<file path="config.mk">
export PLATFORM = sky130hd
export DESIGN_NAME = dsp_div_signed_seq
export DESIGN_NICKNAME = d
export VERILOG_FILES = /design/src/rtl/dsp_div_pkg.sv /design/src/rtl/dsp_div_step.sv /design/src/rtl/dsp_div_signed_seq.sv
export SDC_FILE = /design/constraint.sdc
export NUM_CORES = 1
export LEC_CHECK = 0
export CAP_MARGIN = 5
export CORE_ASPECT_RATIO = 1.4
export CORE_MARGIN = 8
export CORE_UTILIZATION = 45
export DETAILED_ROUTE_END_ITERATION = 6
export DONT_BUFFER_PORTS = 1
export PLACE_DENSITY = 0.58
export SYNTH_ARGS = -nofsm -noshare
export SYNTH_HDL_FRONTEND = slang
export SYNTH_SLANG_ARGS = --single-unit
</file>
<file path="constraint.sdc">
create_clock -name clk -period 9.5 [get_ports clk]
set_input_delay 1.9 -clock clk [delete_from_list [all_inputs] [get_ports clk]]
set_output_delay 1.9 -clock clk [all_outputs]
set_load 0.01 [all_outputs]
</file>
<file path="src/rtl/dsp_div_pkg.sv">
// Shared types and default widths for the sequential signed divider.
package dsp_div_pkg;

  localparam int DIVIDEND_W_DEF = 38;
  localparam int DIVISOR_W_DEF  = 18;

  typedef enum logic [1:0] {
    IDLE = 2'd0,
    ITER = 2'd1,
    FIX  = 2'd2
  } state_e;

endpackage

</file>
<file path="src/rtl/dsp_div_step.sv">
// One restoring-division step: shift in the next dividend bit, trial-subtract the divisor.
module dsp_div_step #(
  parameter int DIVISOR_W = 18
) (
  input  logic [DIVISOR_W:0] rem_in,
  input  logic               bit_in,
  input  logic [DIVISOR_W:0] dmag,
  output logic [DIVISOR_W:0] rem_out,
  output logic               q_bit
);

  logic [DIVISOR_W+1:0] shifted;
  logic [DIVISOR_W+1:0] diff;

  // The remainder stays below the divisor magnitude, so the top bit of diff is a clean borrow.
  always_comb begin
    shifted = {rem_in, bit_in};
    diff    = shifted - {1'b0, dmag};
    q_bit   = ~diff[DIVISOR_W+1];
    rem_out = q_bit ? diff[DIVISOR_W:0] : shifted[DIVISOR_W:0];
  end

endmodule

</file>
<file path="src/rtl/dsp_div_signed_seq.sv">
// Sequential signed restoring divider, one quotient bit per falling clock edge,
// with truncation toward zero and divide-by-zero / overflow flags.
module dsp_div_signed_seq
  import dsp_div_pkg::*;
#(
  parameter int DIVIDEND_W = DIVIDEND_W_DEF,
  parameter int DIVISOR_W  = DIVISOR_W_DEF
) (
  input  logic                  clk,
  input  logic                  reset,
  input  logic                  in_valid,
  output logic                  in_ready,
  input  logic [DIVIDEND_W-1:0] dividend,
  input  logic [DIVISOR_W-1:0]  divisor,
  output logic                  out_valid,
  output logic [DIVIDEND_W-1:0] quotient,
  output logic [DIVISOR_W-1:0]  remainder,
  output logic                  div_by_zero,
  output logic                  overflow
);

  localparam int CNT_W = $clog2(DIVIDEND_W);

  // Handshake: operands transfer on a falling edge where in_valid && in_ready;
  // in_ready is high only in IDLE, and out_valid is a one-cycle pulse with results held afterwards.
  state_e                state_q, state_d;
  logic [CNT_W-1:0]      cnt_q, cnt_d;
  logic [DIVIDEND_W:0]   mag_q, mag_d;
  logic [DIVISOR_W:0]    dmag_q, dmag_d;
  logic [DIVISOR_W:0]    rem_q, rem_d;
  logic                  sign_a_q, sign_a_d;
  logic                  sign_b_q, sign_b_d;
  logic                  zero_q, zero_d;
  logic                  ovf_q, ovf_d;
  logic                  out_valid_q, out_valid_d;
  logic [DIVIDEND_W-1:0] quotient_q, quotient_d;
  logic [DIVISOR_W-1:0]  remainder_q, remainder_d;
  logic                  div_by_zero_q, div_by_zero_d;
  logic                  overflow_q, overflow_d;

  logic [DIVIDEND_W:0]   a_ext, abs_a;
  logic [DIVISOR_W:0]    b_ext, abs_b;
  logic [DIVISOR_W:0]    step_rem;
  logic                  step_q;
  logic [DIVIDEND_W-1:0] qmag;
  logic [DIVISOR_W-1:0]  rmag;
  logic                  unused_bits;

  dsp_div_step #(.DIVISOR_W(DIVISOR_W)) u_step (
    .rem_in  (rem_q),
    .bit_in  (mag_q[DIVIDEND_W-1]),
    .dmag    (dmag_q),
    .rem_out (step_rem),
    .q_bit   (step_q)
  );

  // One extra bit so |-2^(W-1)| is representable.
  always_comb begin
    a_ext = {dividend[DIVIDEND_W-1], dividend};
    b_ext = {divisor[DIVISOR_W-1], divisor};
    abs_a = a_ext[DIVIDEND_W] ? -a_ext : a_ext;
    abs_b = b_ext[DIVISOR_W] ? -b_ext : b_ext;
    qmag  = mag_q[DIVIDEND_W-1:0];
    rmag  = rem_q[DIVISOR_W-1:0];
  end

  // Bits that are provably zero or shifted out once the divide finishes.
  assign unused_bits = ^{mag_q[DIVIDEND_W], rem_q[DIVISOR_W]};

  always_comb begin
    state_d       = state_q;
    cnt_d         = cnt_q;
    mag_d         = mag_q;
    dmag_d        = dmag_q;
    rem_d         = rem_q;
    sign_a_d      = sign_a_q;
    sign_b_d      = sign_b_q;
    zero_d        = zero_q;
    ovf_d         = ovf_q;
    out_valid_d   = 1'b0;
    quotient_d    = quotient_q;
    remainder_d   = remainder_q;
    div_by_zero_d = div_by_zero_q;
    overflow_d    = overflow_q;
    case (state_q)
      IDLE: begin
        if (in_valid) begin
          mag_d    = abs_a;
          dmag_d   = abs_b;
          sign_a_d = dividend[DIVIDEND_W-1];
          sign_b_d = divisor[DIVISOR_W-1];
          zero_d   = (divisor == '0);
          ovf_d    = (dividend == {1'b1, {(DIVIDEND_W-1){1'b0}}}) && (divisor == '1);
          rem_d    = '0;
          cnt_d    = CNT_W'(DIVIDEND_W - 1);
          state_d  = ITER;
        end
      end
      ITER: begin
        rem_d = step_rem;
        mag_d = {mag_q[DIVIDEND_W-1:0], step_q};
        if (cnt_q == '0) state_d = FIX;
        else             cnt_d   = cnt_q - CNT_W'(1);
      end
      FIX: begin
        out_valid_d   = 1'b1;
        div_by_zero_d = zero_q;
        overflow_d    = ovf_q;
        if (zero_q) begin
          quotient_d  = '0;
          remainder_d = '0;
        end else begin
          // The overflow case falls out naturally: 2^(W-1) wraps to -2^(W-1).
          quotient_d  = (sign_a_q ^ sign_b_q) ? -qmag : qmag;
          remainder_d = sign_a_q ? -rmag : rmag;
        end
        state_d = IDLE;
      end
      default: state_d = IDLE;
    endcase
  end

  always_ff @(negedge clk) begin
    if (reset) begin
      state_q       <= IDLE;
      cnt_q         <= '0;
      mag_q         <= '0;
      dmag_q        <= '0;
      rem_q         <= '0;
      sign_a_q      <= 1'b0;
      sign_b_q      <= 1'b0;
      zero_q        <= 1'b0;
      ovf_q         <= 1'b0;
      out_valid_q   <= 1'b0;
      quotient_q    <= '0;
      remainder_q   <= '0;
      div_by_zero_q <= 1'b0;
      overflow_q    <= 1'b0;
    end else begin
      state_q       <= state_d;
      cnt_q         <= cnt_d;
      mag_q         <= mag_d;
      dmag_q        <= dmag_d;
      rem_q         <= rem_d;
      sign_a_q      <= sign_a_d;
      sign_b_q      <= sign_b_d;
      zero_q        <= zero_d;
      ovf_q         <= ovf_d;
      out_valid_q   <= out_valid_d;
      quotient_q    <= quotient_d;
      remainder_q   <= remainder_d;
      div_by_zero_q <= div_by_zero_d;
      overflow_q    <= overflow_d;
    end
  end

  assign in_ready    = (state_q == IDLE);
  assign out_valid   = out_valid_q;
  assign quotient    = quotient_q;
  assign remainder   = remainder_q;
  assign div_by_zero = div_by_zero_q;
  assign overflow    = overflow_q;

endmodule

</file>
**After elaboration in Yosys (flattened, before gate mapping)**

Cells that the tools add are included.

- Output and inout bits: 60
- Bits in registers: 147

- Muxes and demuxes: 18
- Equality and inequality tests: 7
- Reduce and logical (&&, ||, !) cells: 9
- Add/subtract/negate cells: 6
- Bitwise operators: 2

Operators by type and width:

| kind | count |
|---|---|
| $mux W38 | 4 |
| $neg A38 Y38 | 2 |
| $pmux W38 S2 | 1 |
| $mux W19 | 3 |
| $eq A38 B38 Y1 const B | 1 |
| $pmux W19 S2 | 1 |
| $mux W18 | 2 |
| $sub A20 B19 Y20 | 1 |
| $neg A19 Y19 | 1 |
| $eq A18 B18 Y1 const B | 1 |
| $logic_not A18 Y1 | 1 |
| $neg A18 Y18 | 1 |
| $mux W6 | 2 |
| $pmux W6 S2 | 1 |
| $logic_not A6 Y1 | 1 |
| $ne A2 B2 Y1 const B | 3 |
| $reduce_and A2 Y1 | 3 |
| $sub A6 B1 Y6 const B | 1 |
| $mux W2 | 2 |
| $pmux W2 S2 | 1 |
| $reduce_and A3 Y1 | 1 |
| $eq A2 B1 Y1 const B | 1 |
| $eq A2 B2 Y1 const B | 1 |
| $logic_not A2 Y1 | 1 |
| 5 further kinds | 5 |

**Depth between registers and ports, before layout**

Gate-level depths: netlist (run 1).

- Depth in word-level cells: 4
- Depth in mapped cells: 13
- Gate-level depth less buffers: 12

**Hierarchy**

A second synthesis (run 1) with hierarchy kept.

- Cell total of the unflattened synthesis: 1117
- Area total of the unflattened synthesis: 9112.5 µm²

By module, submodules not included:

| module | area each (µm²) | times used | cells an instance |
|---|---|---|---|
| dsp_div_signed_seq | 7682.4 | 1 | 917 |
| dsp_div_step | 1430.1 | 1 | 200 |

==> results of run 1 <==
## cells by family (layout without fill, tap and decap cells)
logic type / after synthesis / in the layout / share of synthesized area
DFF: 147 / 147 / 0.346
adders and majority gates: 27 / 27 / 0.0406
AOI/OAI and AO/OA: 295 / 295 / 0.230
and+or+nand+nor: 354 / 354 / 0.192
xor gates and xnor gates: 120 / 120 / 0.123
buffers and inverters: 104 / 225 / 0.0463
muxes: 19 / 19 / 0.0223
## cells in the final DEF (no fill, tap or decap), types with 20 or more instances in the layout
master and count:
dfxtp_1 147, ha_1 26, inv_1 186, o31ai_1 21, o21ai_0 92, a21oi_1 56
nor3_1 25, xnor2_1 60, xor2_1 57, nor2_1 139, a22oi_1 23, nand2_1 104
a211oi_1 20
## final timing paths
check	to	cells after the start
worst min-delay path	dmag_q[18]	2
worst max-delay path	mag_q[34]	9
worst min register to register	dmag_q[18]	2
worst max register to register	rem_q[9]	11
## worst min-delay path: stages (launching register included)
cell and delay (ns):
dfxtp_1 0.29, inv_1 0.06, nor3_1 0.05
## cell type report
cell class	count	area, um2
timing repair buffer	10	75.1
inverter	37	139
fill	1874	8810
clock buffer	17	425
sequential	147	2940
clock inverter	161	704
multi-input combinational	815	5200
tap	244	305
## registers in the layout, summed over array words and instances (netlist names)
name         count
overflow         1
cnt_q            6
dmag_q          19
rem_q           19
ovf_q            1
sign_a_q         1
out_valid        1
sign_b_q         1
state_q          2
div_by_zero      1
zero_q           1
quotient        38
mag_q           38
remainder       18
## through the flow
stage | power (mW) | utilization
2_1_floorplan | 1.43 | -
3_3_place_gp | 1.57 | 0.466
3_5_place_dp | 1.57 | 0.466
4_1_cts | 2.42 | 0.527
5_1_grt | 2.60 | 0.527
6_report | 2.39 | 0.527
## per-layer routing
| layer | vias to the layer above | GRT usage |
|---|---|---|
| li1 | 3998 | - |
| met5 | - | 0 |
| met1 | 3699 | 0.205 |
| met4 | 0 | 0.117 |
| met3 | 33 | 0.0681 |
| met2 | 225 | 0.377 |
## power by group through the flow
stage,clock network [mW],registers [mW],logic [mW]
6_report,0.915,0.749,0.725
5_1_grt,1.04,0.755,0.811
4_1_cts,0.946,0.748,0.728
3_5_place_dp,0.0941,0.756,0.724
3_3_place_gp,0.0941,0.755,0.718
2_1_floorplan,0.0941,0.728,0.605
==> key figures, run 1 <==
Yosys
  – Commonest cells in the netlist: dfxtp_1, nor2_1, nand2_1
  – Top-area cell type share of the netlist area: 0.346
  – Yosys top cell by area: dfxtp_1
  – Synthesis Warnings: 0
  – Number of flops mapped to enable cells by yosys: 0
  – Nets in the synthesized netlist: 1152
  – Sequential fraction of the synthesis area: 0.346
  – #FFs+latches synth: 147
  – Average footprint of a synthesized cell: 7.98 um2
  – Number of distinct library cells after synthesis: 61
  – Dominant cells by area after synthesis: dfxtp_1, xnor2_1, nor2_1
  – Most used standard cell by instance count after synthesis: dfxtp_1
  – Cell area after synthesis: 8510 um2
  – Cells after synthesis: 1066
  – Share of synthesized registers carrying an async set or reset: 0
  – Predominant post-synthesis flop cell: dfxtp_1

Detailed routing
  – Detailed-routing iteration count for the pre-antenna-repair pass: 6
  – Detailed-route wire length per cell: 17.1 um
  – Met3 Routed Length: 1370 um
  – Initial DRC Count: 529
  – Number of vias in the routed layout: 7955
  – Routed metal-1 wire length: 9390 um
  – Top sig layer: met4
  – Remaining DRCs: 0
  – Routed Antenna Nets: 0
  – Met2 wirelength from detailed routing: 13200 um
  – Vias per cell: 5.56
  – Total wire length after detailed routing: 24500 um

Clocking
  – CTS Hold Bufs: 0
  – Clock transition at the registers of the reported paths: 0.03 ns
  – Number of cells upsized or downsized after cts: 0
  – CTS tree: done
  – Clock Latency Late Sink: 0.47 ns
  – TritonCTS Buffers: 17
  – Root Driver: clkbuf_16
  – Maximum buffer depth of the clock tree: 2
  – Post-CTS setup repair buffer count: 0
  – Total number of clock tree sinks: 147
  – Max H-tree Level: 4

Power
  – Pint: 1.47 mW
  – Sw power: 0.919 mW
  – Peak supply drop: 0.000130 V
  – Pwr dens: 244 nW/um2
  – Leakage power: 4.29 nW
  – Proportion of total power due to net switching: 0.384
  – Part of the power in combinational logic: 0.304
  – Sequential group share of total power: 0.313
  – Clock group share of total power: 0.383

Setup path
  – Slowest Stage Delay on Critical Path: 0.44 ns
  – CP Max Fanout: 6
  – Endpoint type of the worst setup path: flip-flop
  – Count of buffer and inverter cells on the critical path: 0
  – Reg-to-reg startpoint: rem_q[2]
  – Most used cell, CP: or3_4
  – Internal reg-to-reg setup slack: 5.81 ns
  – Type of origin of the critical path: input port
  – Classification of the worst setup path: input port to flip-flop
  – Cell breakdown of the critical path: or3_4, or4_4, nor4_4, nand2b_1, or3_4, nand2b_4, o31ai_1, xor2_1, a2111oi_0
  – CP delay by family, top: simple AND/OR/NAND/NOR gates
  – Cell with the biggest individual delay on the critical path: or4_4
  – Critical Path Source: dividend[10]
  – CP Data Required Time: 5.07 ns
  – Worst Path Arrival: 4.43 ns

Place
  – GPL Wtd Cong: 0.870
  – Post-DP Area: 8670 um2
  – PortBufs: 0
  – Sum of net half-perimeters after detailed placement: 17100 um
  – Post-Place Setup Slack: 0.165 ns
  – Post-Place Cells: 1254

Min path
  – Startpoint of the tightest hold check path: dmag_q[18]
  – Path category of the worst min-delay check: flip-flop to flip-flop

Global route
  – First-pass GRT wire length: 39600 um
  – Gr usage total: 0.207
  – Antenna violations before repair: 0
  – Vias in the first global route: 8047
  – Remaining global-route overflow: 0
  – Largest net degree at the start of global routing: 103

Die
  – Placeable core region: 18600 um2
  – Die Y: 179 um
  – Starting density of the core: 0.457
  – Die area: 23600 um2
  – Horizontal die dimension: 132 um
  – Rows: 59
  – Top-level port count: 119

Final layout
  – Layout-stage area growth over the synthesis result: 15.1%
  – Inserted Diodes: 0
  – Finished Layout Cells: 1431
  – Fraction of final layout cells sized beyond drive strength 1: 0.0497
  – Final non-filler cell area: 9800 um2
  – Total Nets Final: 1261

Flow run
  – Max-capacitance violation count: 0

Outcome
  – Run status: finished clean

Timing
  – Final number of setup-violating endpoints: 0
  – Slack of the critical path: 0.647 ns
  – Setup repair after global routing missed its margin: no
  – Number of slew-limit violations in the final report: 0
  – Transition time of the tightest slew-check pin: 1.09 ns
  – Worst Skew: 0.0261 ns
  – Slew headroom: 0.271
  – Fin Hold WS: 0.445 ns
  – Setup total negative slack: 0 ns
  – Hold Vio Cnt, Final: 0
Note: power is estimated with default switching activity, not from simulation.
==> inputs of run 2 (changes only) <==
--- a/config.mk
+++ b/config.mk
@@ -6,12 +6,15 @@
 export NUM_CORES = 1
 export LEC_CHECK = 0
 export CAP_MARGIN = 5
+export CELL_PAD_IN_SITES_DETAIL_PLACEMENT = 1
+export CELL_PAD_IN_SITES_GLOBAL_PLACEMENT = 2
 export CORE_ASPECT_RATIO = 1.4
 export CORE_MARGIN = 8
-export CORE_UTILIZATION = 45
+export CORE_UTILIZATION = 41
+export CTS_CLUSTER_SIZE = 16
 export DETAILED_ROUTE_END_ITERATION = 6
 export DONT_BUFFER_PORTS = 1
-export PLACE_DENSITY = 0.58
+export PLACE_DENSITY = 0.84
 export SYNTH_ARGS = -nofsm -noshare
 export SYNTH_HDL_FRONTEND = slang
 export SYNTH_SLANG_ARGS = --single-unit
==> run 2 against run 1 <==
- clock skew grew 0.0022 ns
- flip-flop and latch count is the same
- first-iteration DRC count shrank 4.7%
- design area grew 0.49%
- clock-buffer cell count is the same
- global-route usage grew 0.73 points
- wire length grew 11%
- die area grew 8.7%
- total power grew 3.0%
- combinational power grew 3.2%
- via count grew 3.1%
- sequential power is essentially flat
- critical path type unchanged
==> key figures, run 2 (synthesis gave the netlist of run 1 again) <==
Place
  – Sum of net half-perimeters after detailed placement: 19100 um (+12%)
  – Post-DP Area: 8690 um2 (+0.17%)
  – GPL Wtd Cong: 0.868 (-0.20%)
  – PortBufs: 0 (unchanged)
  – Post-Place Setup Slack: 0.126 ns (-0.0392 ns)

Final layout
  – Post-layout util: 0.481 (-0.0459)
  – Inserted Diodes: 0 (unchanged)
  – Final non-filler cell area: 9840 um2 (+0.49%)
  – Total Nets Final: 1261 (unchanged)
  – Commonest cells after routing, fill and taps aside: inv_1, dfxtp_1, nor2_1, nand2_1, o21ai_0
  – Fraction of final layout cells sized beyond drive strength 1: 0.0497 (about the same)
  – Layout fillers: 2548 (+36%)
  – Layout-stage area growth over the synthesis result: 15.7%
  – Most common cell after layout, fill and taps aside: inv_1

Detailed routing
  – Number of vias in the routed layout: 8198 (+3.1%)
  – Detailed-routing iteration count for the pre-antenna-repair pass: 5 (-1)
  – Routed Antenna Nets: 0 (unchanged)
  – Vias per cell: 5.68 (+2.1%)
  – Initial DRC Count: 504 (-4.7%)
  – Remaining DRCs: 0 (unchanged)
  – Total wire length after detailed routing: 27300 um (+11%)
  – Detailed-route wire length per cell: 18.9 um (+10%)

Clocking
  – CTS tree: done
  – Number of cells upsized or downsized after cts: 0 (unchanged)
  – Post-CTS setup repair buffer count: 0 (unchanged)
  – Clock transition at the registers of the reported paths: 0.05 ns (+0.02 ns)
  – Maximum buffer depth of the clock tree: 2 (unchanged)
  – Max H-tree Level: 4 (unchanged)
  – CTS Hold Bufs: 0 (unchanged)
  – Root Driver: clkbuf_16
  – TritonCTS Buffers: 17 (unchanged)
  – Total number of clock tree sinks: 147 (unchanged)
  – Clock Latency Late Sink: 0.48 ns (about the same)

Setup path
  – Cell with the biggest individual delay on the critical path: a2111oi_0
  – CP Max Fanout: 6 (unchanged)
  – Endpoint type of the worst setup path: flip-flop
  – Most used cell, CP: or3_4
  – Type of origin of the critical path: input port
  – Cell breakdown of the critical path: or3_4, or4_4, nor4_4, nand2_1, or3_4, nand2b_4, o21ai_0, xor2_1, a2111oi_0
  – Classification of the worst setup path: input port to flip-flop
  – Worst Path Arrival: 4.50 ns (+0.07 ns)
  – Slowest Stage Delay on Critical Path: 0.51 ns (+0.07 ns)
  – CP Data Required Time: 5.06 ns (about the same)

Global route
  – First-pass GRT wire length: 43600 um (+10%)
  – Largest net degree at the start of global routing: 103 (unchanged)
  – Vias in the first global route: 8822 (+9.6%)
  – Antenna violations before repair: 0 (unchanged)
  – Remaining global-route overflow: 0 (unchanged)
  – Gr usage total: 0.214 (+0.00732)

Power
  – Pwr dens: 250 nW/um2 (+2.5%)
  – Peak supply drop: 0.000128 V (-1.8%)
  – Leakage power: 4.30 nW (+0.23%)

Die
  – Rows: 62 (+5.1%)
  – Placeable core region: 20500 um2 (+10%)
  – Top-level port count: 119 (unchanged)
  – Die Y: 186 um (+4.3%)
  – Horizontal die dimension: 138 um (+4.2%)
  – Starting density of the core: 0.416 (-0.0419)
  – Die area: 25700 um2 (+8.7%)

Timing
  – Transition time of the tightest slew-check pin: 1.09 ns (+0.000913 ns)
  – Number of slew-limit violations in the final report: 0 (unchanged)
  – Final number of setup-violating endpoints: 0 (unchanged)
  – Setup total negative slack: 0 ns (unchanged)
  – Slew headroom: 0.271 (-0.000609)
  – Hold Vio Cnt, Final: 0 (unchanged)
  – Worst Skew: 0.0284 ns (+0.00224 ns)
  – Setup repair after global routing missed its margin: no
  – Slack of the critical path: 0.565 ns (-0.0819 ns)

Min path
  – Path category of the worst min-delay check: flip-flop to flip-flop

Flow run
  – Max-capacitance violation count: 0 (unchanged)

Outcome
  – Run status: finished clean
==> run 2: cell types whose count changed in the layout (fill, tap and decap cells not counted) <==
cell        change
inv_8           -1
inv_6           -2
clkinv_4        -2
clkinvlp_2      +3
inv_1           +1
bufinv_16       +2
==> run 2: worst max-delay path, delay by kind of cell <==
family           cells  cell delay (ns)
AO/OA/AOI/OAI        2             0.74
XOR/XNOR             1             0.11
AND/OR/NAND/NOR      6             1.75
==> run 2: area by class of cell <==
class	instances	area, um2	area share
inverter	37	139	0.0141
clock buffer	17	425	0.0432
timing repair buffer	10	75.1	0.00763
tap	256	320	0.0325
sequential	147	2940	0.299
clock inverter	162	737	0.0749
multi-input combinational	815	5200	0.529
==> run 2: report_power, final <==
part	leakage (nW)	internal [mW]	total [mW]	switching (mW)
logic	2.01	0.325	0.748	0.423
clock network	1.09	0.519	0.962	0.443
registers	1.20	0.674	0.752	0.0774
total	4.30	1.52	2.46	0.944
==> run 2: metal layers <==
| layer | vias up | global-route usage | wire (um) |
|---|---|---|---|
| met4 | 0 | 0.116 | 643 |
| met3 | 37 | 0.0753 | 1200 |
| li1 | 4006 | - | - |
| met2 | 167 | 0.393 | 15100 |
| met5 | - | 0 | 0 |
| met1 | 3988 | 0.199 | 10300 |
==> run 2: path summary, 6_finish.rpt <==
kind                                    from         to  slack [ns]  depth (start not counted)
worst max register to register      rem_q[3]  rem_q[16]        5.76                         11
worst min register to register         ovf_q   overflow        0.45                          2
worst min-delay path                   ovf_q   overflow        0.45                          2
worst max-delay path            dividend[10]  mag_q[33]        0.57                          9
==> run 2: stage by stage <==
step	instances	hold slack [ns]	power, mW
6_report	1444	0.451	2.46
5_1_grt	1444	0.471	2.67
4_1_cts	1444	0.452	2.50
3_5_place_dp	1266	0.451	1.60
3_3_place_gp	1266	0.439	1.59
2_1_floorplan	1066	0.427	1.43
